===== src/rtl/seq_det_pkg.sv =====
// Shared definitions for the serial pattern-detect controller:
// the FSM state encoding and the pattern-length mask helper.
package seq_det_pkg;

  localparam logic [1:0] ST_IDLE  = 2'd0;
  localparam logic [1:0] ST_LOAD  = 2'd1;
  localparam logic [1:0] ST_SHIFT = 2'd2;
  localparam logic [1:0] ST_DONE  = 2'd3;

  typedef enum logic [1:0] {
    IDLE  = ST_IDLE,
    LOAD  = ST_LOAD,
    SHIFT = ST_SHIFT,
    DONE  = ST_DONE
  } state_t;

  // Widest mask the helper can build; PAT_MAX must not exceed it.
  localparam int MASK_W = 32;

  function automatic logic [MASK_W-1:0] len_mask(input int unsigned len);
    logic [MASK_W-1:0] m;
    m = '0;
    for (int unsigned i = 0; i < MASK_W; i++) begin
      if (i < len) m[i] = 1'b1;
    end
    return m;
  endfunction

endpackage


===== src/rtl/seq_det_ctrl_if.sv =====
// Word-input handshake between a data source and the detector controller.
interface seq_det_ctrl_if #(
  parameter int WORD_W = 8
);
  logic              in_valid;
  logic [WORD_W-1:0] in_data;
  logic              in_ready;

  modport master (output in_valid, output in_data, input in_ready);
  modport slave  (input in_valid, input in_data, output in_ready);
endinterface


===== src/rtl/seq_det_matcher.sv =====
// Bit-serial matcher: history shift register, saturating bits-seen count,
// masked pattern compare and the registered match pulse.
module seq_det_matcher
  import seq_det_pkg::*;
#(
  parameter int PAT_MAX = 16,
  parameter int LEN_W   = 5
) (
  input  logic               clk,
  input  logic               rst,
  input  logic               clear,
  input  logic               en,
  input  logic               squash,
  input  logic               bit_in,
  input  logic [PAT_MAX-1:0] pattern,
  input  logic [LEN_W-1:0]   len,
  output logic               hit,
  output logic               det_pulse
);

  localparam logic [LEN_W-1:0] PAT_MAX_L = LEN_W'(PAT_MAX);

  logic [PAT_MAX-1:0] hist;
  logic [PAT_MAX-1:0] hist_next;
  logic [PAT_MAX-1:0] mask;
  logic [MASK_W-1:0]  mask_full;
  logic [LEN_W-1:0]   seen;
  logic [LEN_W-1:0]   seen_next;
  logic [LEN_W-1:0]   len_eff;

  // NOTE: every signal written here gets a value on every path, so no latch is inferred.
  always_comb begin
    len_eff   = (len > PAT_MAX_L) ? PAT_MAX_L : len;
    mask_full = len_mask(32'(len_eff));
    mask      = mask_full[PAT_MAX-1:0];
    hist_next = {hist[PAT_MAX-2:0], bit_in};
    seen_next = (seen == PAT_MAX_L) ? seen : seen + LEN_W'(1);
    hit       = en && (len_eff != '0) && (seen_next >= len_eff) &&
                ((hist_next & mask) == (pattern & mask));
  end

  // NOTE: registers update with non-blocking assignments so every flop samples pre-edge values.
  always_ff @(posedge clk) begin
    if (rst || clear) begin
      hist      <= '0;
      seen      <= '0;
      det_pulse <= 1'b0;
    end else begin
      if (en) begin
        hist <= hist_next;
        seen <= seen_next;
      end
      det_pulse <= hit && !squash;
    end
  end

endmodule


===== src/rtl/seq_det_ctrl.sv =====
// Pattern-detect controller: arms on start, pulls words over the handshake,
// feeds them MSB-first to the matcher and stops at the match threshold.
module seq_det_ctrl
  import seq_det_pkg::*;
#(
  parameter int WORD_W  = 8,
  parameter int PAT_MAX = 16,
  parameter int LEN_W   = 5,
  parameter int CNT_W   = 8
) (
  input  logic               clk,
  input  logic               rst,
  input  logic               cfg_we,
  input  logic [PAT_MAX-1:0] cfg_pattern,
  input  logic [LEN_W-1:0]   cfg_len,
  input  logic [CNT_W-1:0]   cfg_thresh,
  input  logic               start,
  input  logic               abort,
  seq_det_ctrl_if.slave      word_bus,
  output logic               det_pulse,
  output logic [CNT_W-1:0]   match_cnt,
  output logic               busy,
  output logic               done
);

  localparam int               IDX_W   = (WORD_W > 1) ? $clog2(WORD_W) : 1;
  localparam logic [IDX_W-1:0] IDX_TOP = IDX_W'(WORD_W - 1);
  localparam logic [CNT_W-1:0] CNT_MAX = '1;

  state_t             state;
  state_t             state_next;
  logic [WORD_W-1:0]  word;
  logic [IDX_W-1:0]   idx;
  logic [PAT_MAX-1:0] pat_r;
  logic [LEN_W-1:0]   len_r;
  logic [CNT_W-1:0]   thresh_r;
  logic [CNT_W-1:0]   cnt_next;
  logic               cfg_open;
  logic               clear;
  logic               accept;
  logic               shift_en;
  logic               hit;
  logic               thresh_hit;

  assign cfg_open          = (state == IDLE) || (state == DONE);
  assign shift_en          = (state == SHIFT);
  assign word_bus.in_ready = (state == LOAD);
  assign busy              = (state == LOAD) || (state == SHIFT);
  assign done              = (state == DONE);

  // The bit shifted on an abort edge still counts, but its pulse is dropped.
  seq_det_matcher #(
    .PAT_MAX (PAT_MAX),
    .LEN_W   (LEN_W)
  ) u_matcher (
    .clk       (clk),
    .rst       (rst),
    .clear     (clear),
    .en        (shift_en),
    .squash    (abort),
    .bit_in    (word[idx]),
    .pattern   (pat_r),
    .len       (len_r),
    .hit       (hit),
    .det_pulse (det_pulse)
  );

  always_comb begin
    state_next = state;
    clear      = 1'b0;
    accept     = 1'b0;
    cnt_next   = (hit && (match_cnt != CNT_MAX)) ? match_cnt + CNT_W'(1) : match_cnt;
    thresh_hit = hit && (thresh_r != '0) && (cnt_next == thresh_r);
    unique case (state)
      IDLE, DONE: begin
        if (start) begin
          state_next = LOAD;
          clear      = 1'b1;
        end
      end
      LOAD: begin
        if (abort) begin
          state_next = IDLE;
        end else if (word_bus.in_valid) begin
          accept     = 1'b1;
          state_next = SHIFT;
        end
      end
      SHIFT: begin
        if (abort)              state_next = IDLE;
        else if (thresh_hit)    state_next = DONE;
        else if (idx == '0)     state_next = LOAD;
      end
      default: state_next = IDLE;
    endcase
  end

  always_ff @(posedge clk) begin
    if (rst) begin
      state     <= IDLE;
      word      <= '0;
      idx       <= '0;
      pat_r     <= '0;
      len_r     <= '0;
      thresh_r  <= '0;
      match_cnt <= '0;
    end else begin
      state <= state_next;
      if (cfg_we && cfg_open) begin
        pat_r    <= cfg_pattern;
        len_r    <= cfg_len;
        thresh_r <= cfg_thresh;
      end
      if (accept) begin
        word <= word_bus.in_data;
        idx  <= IDX_TOP;
      end else if (shift_en) begin
        idx <= idx - IDX_W'(1);
      end
      match_cnt <= clear ? '0 : cnt_next;
    end
  end

endmodule


===== src/flat_wrapper.sv =====
// flat-port wrapper written by rule: the top's interface ports become plain ports
module seq_det_ctrl_flat import seq_det_pkg::*;
#(
  parameter int WORD_W  = 8,
  parameter int PAT_MAX = 16,
  parameter int LEN_W   = 5,
  parameter int CNT_W   = 8
)
  (clk, rst, cfg_we, cfg_pattern, cfg_len, cfg_thresh, start, abort, det_pulse, match_cnt, busy, done, word_bus_in_valid, word_bus_in_data, word_bus_in_ready);
  seq_det_ctrl_if #(.WORD_W(WORD_W)) word_bus_i ();
  input  logic clk;
  input  logic rst;
  input  logic cfg_we;
  input  logic [PAT_MAX-1:0] cfg_pattern;
  input  logic [LEN_W-1:0] cfg_len;
  input  logic [CNT_W-1:0] cfg_thresh;
  input  logic start;
  input  logic abort;
  output logic det_pulse;
  output logic [CNT_W-1:0] match_cnt;
  output logic busy;
  output logic done;
  input wire logic [$bits(word_bus_i.in_valid)-1:0] word_bus_in_valid;
  input wire logic [$bits(word_bus_i.in_data)-1:0] word_bus_in_data;
  output wire logic [$bits(word_bus_i.in_ready)-1:0] word_bus_in_ready;
  assign word_bus_i.in_valid = word_bus_in_valid;
  assign word_bus_i.in_data = word_bus_in_data;
  assign word_bus_in_ready = word_bus_i.in_ready;
  seq_det_ctrl #(.WORD_W(WORD_W), .PAT_MAX(PAT_MAX), .LEN_W(LEN_W), .CNT_W(CNT_W)) u_core (.clk(clk), .rst(rst), .cfg_we(cfg_we), .cfg_pattern(cfg_pattern), .cfg_len(cfg_len), .cfg_thresh(cfg_thresh), .start(start), .abort(abort), .word_bus(word_bus_i), .det_pulse(det_pulse), .match_cnt(match_cnt), .busy(busy), .done(done));
endmodule

===== config.mk =====
export PLATFORM = sky130hd
export DESIGN_NAME = seq_det_ctrl_flat
export DESIGN_NICKNAME = d
export VERILOG_FILES = /design/src/rtl/seq_det_pkg.sv /design/src/rtl/seq_det_ctrl_if.sv /design/src/rtl/seq_det_matcher.sv /design/src/rtl/seq_det_ctrl.sv /design/src/flat_wrapper.sv
export SDC_FILE = /design/constraint.sdc
export NUM_CORES = 1
export LEC_CHECK = 0
export CAP_MARGIN = 10
export CORE_MARGIN = 1.5
export CORE_UTILIZATION = 45
export CTS_BUF_LIST = sky130_fd_sc_hd__clkbuf_2 sky130_fd_sc_hd__clkbuf_4 sky130_fd_sc_hd__clkbuf_8
export DETAILED_ROUTE_END_ITERATION = 12
export PLACE_DENSITY = 0.65
export SYNTH_ARGS = -nofsm -noshare
export SYNTH_HDL_FRONTEND = slang
export SYNTH_SLANG_ARGS = --single-unit

===== constraint.sdc =====
create_clock -name clk -period 4.2 [get_ports clk]
set_clock_uncertainty 0.2 [all_clocks]
set_input_delay 0.84 -clock clk [delete_from_list [all_inputs] [get_ports clk]]
set_output_delay 0.84 -clock clk [all_outputs]
set_load 0.005 [all_outputs]

**Yosys cells after proc, flatten, opt, wreduce, memory -nomap -nowiden**

Cells that the tools add are included.
W data, S select, Z words.

- Add/subtract/negate cells: 3
- $mul: 0
- Divide/modulo/power cells: 0
- $lt $le $gt $ge: 19
- Eq/ne operators: 10
- Shift operators: 0
- Muxes and demuxes: 35
- Bitwise gates (word level): 2
- Reduce and logical (&&, ||, !) cells: 20

Operators with widths:

| kind | number |
|---|---|
| $lt A4 B5 Y1 const A | 8 |
| $and A16 B16 Y16 | 2 |
| $mux W1 | 22 |
| $lt A3 B5 Y1 const A | 4 |
| $eq A16 B16 Y1 | 1 |
| $mux W2 | 6 |
| $lt A1 B5 Y1 const A | 2 |
| $lt A2 B5 Y1 const A | 2 |
| $mux W5 | 2 |
| $add A8 B1 Y8 const B | 1 |
| $eq A8 B8 Y1 | 1 |
| $logic_and A1 B1 Y1 | 8 |
| $mux W8 | 1 |
| $ne A8 B8 Y1 const B | 1 |
| $reduce_bool A8 Y1 | 1 |
| $mux W3 | 2 |
| $pmux W2 S3 | 1 |
| $add A5 B1 Y5 const B | 1 |
| $eq A5 B5 Y1 const B | 1 |
| $ge A5 B5 Y1 | 1 |
| $gt A5 B5 Y1 const B | 1 |
| $reduce_bool A5 Y1 | 1 |
| $eq A2 B2 Y1 const B | 2 |
| $lt A3 B4 Y1 const B | 1 |
| 13 further kinds | 16 |

- Flip-flop bits (word level): 71
- Bits in latches: 0
- Memory bits (writable): 0
- Bits in read-only memories: 0
- Bits of input ports: 43
- Output and inout bits: 12
- Logic and storage cells: 99
- Memories kept: 0

**Logic depth before layout (Yosys ltp)**

- Word-level depth: 14
- Mapped depth: 12
- Gate-level depth less buffers: 12

**Modules after synthesis**

A second synthesis with hierarchy kept.

- Cell total of the unflattened synthesis: 453
- Area total of the unflattened synthesis: 3,781.1 um^2

Modules (own cells, without submodules):

| module | times used | cells an instance | area each (um^2) | sequential area each (um^2) |
|---|---|---|---|---|
| seq_det_ctrl | 1 | 306 | 2,479.9 | 1,001.0 |
| seq_det_matcher | 1 | 147 | 1,301.2 | 420.4 |

**Least setup slack after synthesis**

Ideal clock, no wire load.

- Kind: register to register
- Start: register u_core.u_matcher.seen[0]
- End: register u_core.match_cnt[4]
- Setup time: 70 ps
- Data arrival time: 2,604 ps
- Data required time: 3,930 ps
- Path slack: 1,326 ps
- Stages on the path, launching flop included: 13
- Buffers on the path: 0
- Clock period less this slack: 2,874 ps
- Path through: dfxtp_1 -> inv_1 -> ha_1 -> nor4bb_1 -> xnor2_1 -> ha_1 -> nand2b_1 -> a211o_1 -> o2111ai_1 -> a22o_4 -> or2_4 -> or3_1 -> a21oi_1

- Longest elaborated chain between the ends: 7
- Elaborated cells between the ends (all ways): 8
- Classes of those cells: 1 x add/sub; 1 x order compare; 1 x eq/ne; 2 x mux; 3 x reduce/logical

RTL lines:

| item | line | source |
|---|---|---|
| start: declaration | seq_det_matcher.sv:27 | `logic [LEN_W-1:0] seen;` |
| start signal: assignment | seq_det_matcher.sv:51 | `seen <= seen_next;` |
| $add A5 B1 Y5 or $eq A5 B5 Y1 (tied branches) | seq_det_matcher.sv:37 | `seen_next = (seen == PAT_MAX_L) ? seen : seen + LEN_W'(1);` |
| $mux W5 * | seq_det_matcher.sv:37 |  |
| $ge A5 B5 Y1 * | seq_det_matcher.sv:38 | `hit = en && (len_eff != '0) && (seen_next >= len_eff) &&` |
| $logic_and A1 B1 Y1 * (2 in a row) | seq_det_matcher.sv:38 |  |
| $logic_and A1 B1 Y1 * | seq_det_ctrl.sv:72 | `cnt_next = (hit && (match_cnt != CNT_MAX)) ? match_cnt + CNT_W'(1) : match_cnt;` |
| $mux W8 * | seq_det_ctrl.sv:72 |  |
| end signal: assignment | seq_det_ctrl.sv:120 | `match_cnt <= clear ? '0 : cnt_next;` |
| end: declaration | seq_det_ctrl.sv:21 | `output logic [CNT_W-1:0] match_cnt,` |

Every way passes the cells marked *; elsewhere a longest branch is shown, timed or not.
A chain may end at the register's enable or synchronous reset.

**Worst setup path in the final report**

Same ends and word-level chain as after synthesis.

==> summary.md <==
On the worst path, the slowest cell contributes a delay of 0.48 ns. After detailed routing, the total wire length is 8.13 mm. For the portion of total power attributed to sequential cells, the log shows 45.6%. The number of primary I/O pins was 55; the share of the cycle needed by the critical path after routing was 74.5%. The average detailed-routed wire length per instance works out to 14.0 um.

The worst path meets setup with 1.07 ns of slack. The tools report the initial antenna violation count as 0. The most common cell after layout, fill and taps aside was sky130_fd_sc_hd__dfxtp_1. In this run the worst path has a maximum fanout of 6. Power spread over the standard cell area amounts to 371 nW/um^2.

TritonCTS built the clock tree. In this run, the number of DRC markers left after iteration 0 of detailed routing was 156. For the worst flop-to-flop path, the logic depth is 12. The relative contribution of the clock network to total power was 36.8%. The logs give 45 for the largest net degree at the start of global routing and 211 uV for the worst vdd rail ir drop. The number of stages on the worst hold path is 2, and the length of the first detailed-routing pass in iterations is 4. The sink of the worst hold path is u_core.pat_r[0]$_SDFFE_PP0P_. For the final routed database, the setup TNS stands at 0 ns. The logs give 1.12 ns for the pre-CTS setup slack and 48 for the unique cell type count in the Yosys netlist. The main flop type after synthesis is sky130_fd_sc_hd__dfxtp_1.

The tools report the instance count of the mapped netlist as 432. STA puts the critical path data arrival time at 3.18 ns. In this run the critical register-to-register path is captured at u_core.match_cnt[4]$_SDFF_PP0_. On the critical path, the stage with the largest delay is an instance of sky130_fd_sc_hd__nor4bb_1. After routing the design area is 4450 um^2. The number of global-route vias before repair is 2878.

Across all layers, the routed design uses 3124 vias. The number of gates resized after cts came out at 0. After synthesis the cells add up to 3660 um^2. After floorplanning, the core was divided into 32 placement rows. Counting flops with a built-in enable in the synthesized netlist gives 0. The tools report the timing-limited maximum frequency as 320 MHz. The die covers 8690 um^2. For the pin with the worst max-slew slack, the measured transition is 1.00 ns.

The via density per instance was 5.38; the later-pin clock latency in the skew report was 0.34 ns. Clock-pin slew on the worst setup and hold paths: 0.07 ns. The number of post-CTS setup repair buffers is 0, and the total count of max-transition violations in the final report is 0. During synthesis, Yosys emitted a total of 0 warnings. The tools report the antenna diode count as 0.

The global-route wire length before repair was 13.5 mm. Critical hold path startpoint: u_core.pat_r[0]$_SDFFE_PP0P_. The library cells used most frequently in the layout, excluding fill and tap cells, are sky130_fd_sc_hd__dfxtp_1, sky130_fd_sc_hd__nand2_1, sky130_fd_sc_hd__clkdlybuf4s50_1. The tools report the category of the worst setup path capture point as a flop.

The total congestion overflow is 0, and the relative max-transition margin is 33.3%. At the end of routability-driven placement, the weighted congestion stood at 0.876. The fraction of the core area covered by cells at the end of the flow was 57.0%. The longest clock path from root to sink contains 2 buffers. The final cell count without fillers was 581. Among the stages of the critical path, the cell type that occurs most often is sky130_fd_sc_hd__ha_1.

Across every metal layer, demand over resource in global routing totals 19.7%. The die span in y works out to 93.2 um. Fraction of synthesis flops using an asynchronous set or reset pin: 0%. The run gives 71 as the CTS sink count. The signal on the critical path passes through inv_1 > ha_1 > nor4bb_1 > xnor2_1 > ha_1 > nand2b_1 > a211o_1 > o2111ai_1 > a22o_4 > or2_4 > or3_1 > a21oi_1.

The synthesized design spends more area on one cell type than any other, namely sky130_fd_sc_hd__dfxtp_1. Starting utilization of the core area: 46.9%. From synthesis to final layout, the design area changed by 21.6%.

Setup violations remaining at the end of the flow were counted as 0. Cells with a size suffix above 1 make up 5.22% of the layout. For the total placed instance area, the log shows 4230 um^2. The run gives 0 as the hold violation count in the final report. The internal power of the cells totals 1210 uW. The run finished with clean final reports.

The final routed DRC violation total is 0. The master cell of the clock root buffer was sky130_fd_sc_hd__clkbuf_8. After layout, the minimum clock period comes to 3.13 ns. The tools report the minimum setup slack among reg-to-reg paths as 1.07 ns. The detail route stage leaves a number of antenna-violating nets equal to 0. The min-delay analysis places its worst path in the category flop to flop. Port buffering added 54 buffers. Setup repair after global routing left no endpoint under its margin. In this run the static leakage power is 0.00157 uW. The overall die width is 93.2 um.

After synthesis the netlist holds a flip-flop and latch count of 71. Detailed placement ended at an HPWL of 5.72 mm. Summed over all nets, the switching power comes to 443 uW.

In this run, CTS created clock tree buffers numbering 9. The tools report the required time reported for the critical path endpoint as 4.25 ns. The number of max-cap violations was 0.

Sequential elements use 38.8% of the synthesized area. The logs give 0 for the total of hold buffers inserted after clock tree synthesis and 530 for the final net count. The number of nets handed over by synthesis was 488. The worst register-to-register path begins at u_core.u_matcher.seen[0]$_SDFFE_PP0P_. The tools report the number of placed cells counting well taps as 565.

Averaged over all synthesized cells, the footprint is 8.47 um^2. The core region is 7810 um^2. The clock tree synthesis step divided the H-tree into 3 levels.

Of the total power, combinational logic draws 17.6%. The fraction of power spent switching nets is 26.8%. STA classifies the critical path startpoint as a flop. Of the post-synthesis cell area, the dominant cell type holds 38.8%. In the post-synthesis netlist, the biggest area contributors are sky130_fd_sc_hd__dfxtp_1, sky130_fd_sc_hd__mux2i_1, sky130_fd_sc_hd__nand2_1.

The critical path class was flop to flop.
area by class of cell:
class / instances / area, um^2
inverter: 10 / 37.5
timing repair buffer: 57 / 563
multi-input combinational: 325 / 2080
clock buffer: 11 / 145
clock inverter: 5 / 81.3
fill: 753 / 3350
sequential: 71 / 1420
tap: 102 / 128
worst max-delay path, delay by kind of cell (launching register included):
kind	cells	cell delay (ns)
buffers and inverters	1	0.10
and+or+nand+nor	4	1.16
DFF	1	0.36
AOI/OAI and AO/OA	4	0.68
xor gates and xnor gates	1	0.13
adders and majority gates	2	0.43
synthesized netlist by cell type, drive strengths merged, types with 4 or more instances:
cell type and number:
nor4 5, nor3 11, a21oi 43, dfxtp 71, o21ai 7, mux2i 30
inv 10, nand4 4, nor2 41, buf 8, xnor2 30, nand2b 4
nand3 9, nand2 70, clkbuf 18, ha 13, xor2 7, or3 4
through the flow:
| stage | power (uW) | hold WS (ns) |
|---|---|---|
| 2_1_floorplan | 959 | 0.248 |
| 3_3_place_gp | 1060 | 0.254 |
| 3_5_place_dp | 1060 | 0.263 |
| 4_1_cts | 1670 | 0.272 |
| 5_1_grt | 1740 | 0.283 |
| 6_report | 1650 | 0.270 |
worst max path at each step:
stage                                                from                              to  cells past startpoint
global route        u_core.u_matcher.seen[0]$_SDFFE_PP0P_  u_core.match_cnt[7]$_SDFF_PP0_                     12
global placement    u_core.u_matcher.seen[0]$_SDFFE_PP0P_  u_core.match_cnt[4]$_SDFF_PP0_                     12
finish              u_core.u_matcher.seen[0]$_SDFFE_PP0P_  u_core.match_cnt[4]$_SDFF_PP0_                     12
floorplan           u_core.u_matcher.seen[0]$_SDFFE_PP0P_  u_core.match_cnt[4]$_SDFF_PP0_                     12
CTS                 u_core.u_matcher.seen[0]$_SDFFE_PP0P_  u_core.match_cnt[4]$_SDFF_PP0_                     12
detailed placement  u_core.u_matcher.seen[0]$_SDFFE_PP0P_  u_core.match_cnt[4]$_SDFF_PP0_                     12
sequential cells by signal, summed over array words and instances (netlist names):
register                    cells
u_core.match_cnt                8
u_core.pat_r                   16
u_core.thresh_r                 8
u_core.u_matcher.det_pulse      1
u_core.u_matcher.hist          15
u_core.word                     8
u_core.u_matcher.seen           5
u_core.state                    2
u_core.len_r                    5
u_core.idx                      3
metal layers:
metal  track usage, %  up-vias  part of all wire, %
met3             3.58       18                  4.1
met2             29.9       90                   44
met5                0        -                    0
met4             8.08        0                  2.1
met1             27.3     1432                   50
li1                 -     1584                    -
power by group through the flow:
stage | Combinational (uW) | Clock [uW] | Sequential [uW]
final | 290 | 608 | 752
after global routing | 327 | 657 | 758
after CTS | 293 | 629 | 752
after detailed placement | 291 | 0 | 767
after global placement | 289 | 0 | 767
after floorplan | 211 | 0 | 748
cells by family (layout without fill, tap and decap cells):
kind of cell / count (synthesis) / in the layout / share of synthesized area (%)
multiplexers: 32 / 32 / 9.74
buffers and inverters: 36 / 83 / 4.44
AO/OA/AOI/OAI: 82 / 82 / 13.9
AND/OR/NAND/NOR: 161 / 161 / 19.8
flip-flops: 71 / 71 / 38.8
XOR/XNOR: 37 / 37 / 8.85
adder cells (fa/ha/maj): 13 / 13 / 4.44
No activity file was read; power rests on OpenSTA's default activity.
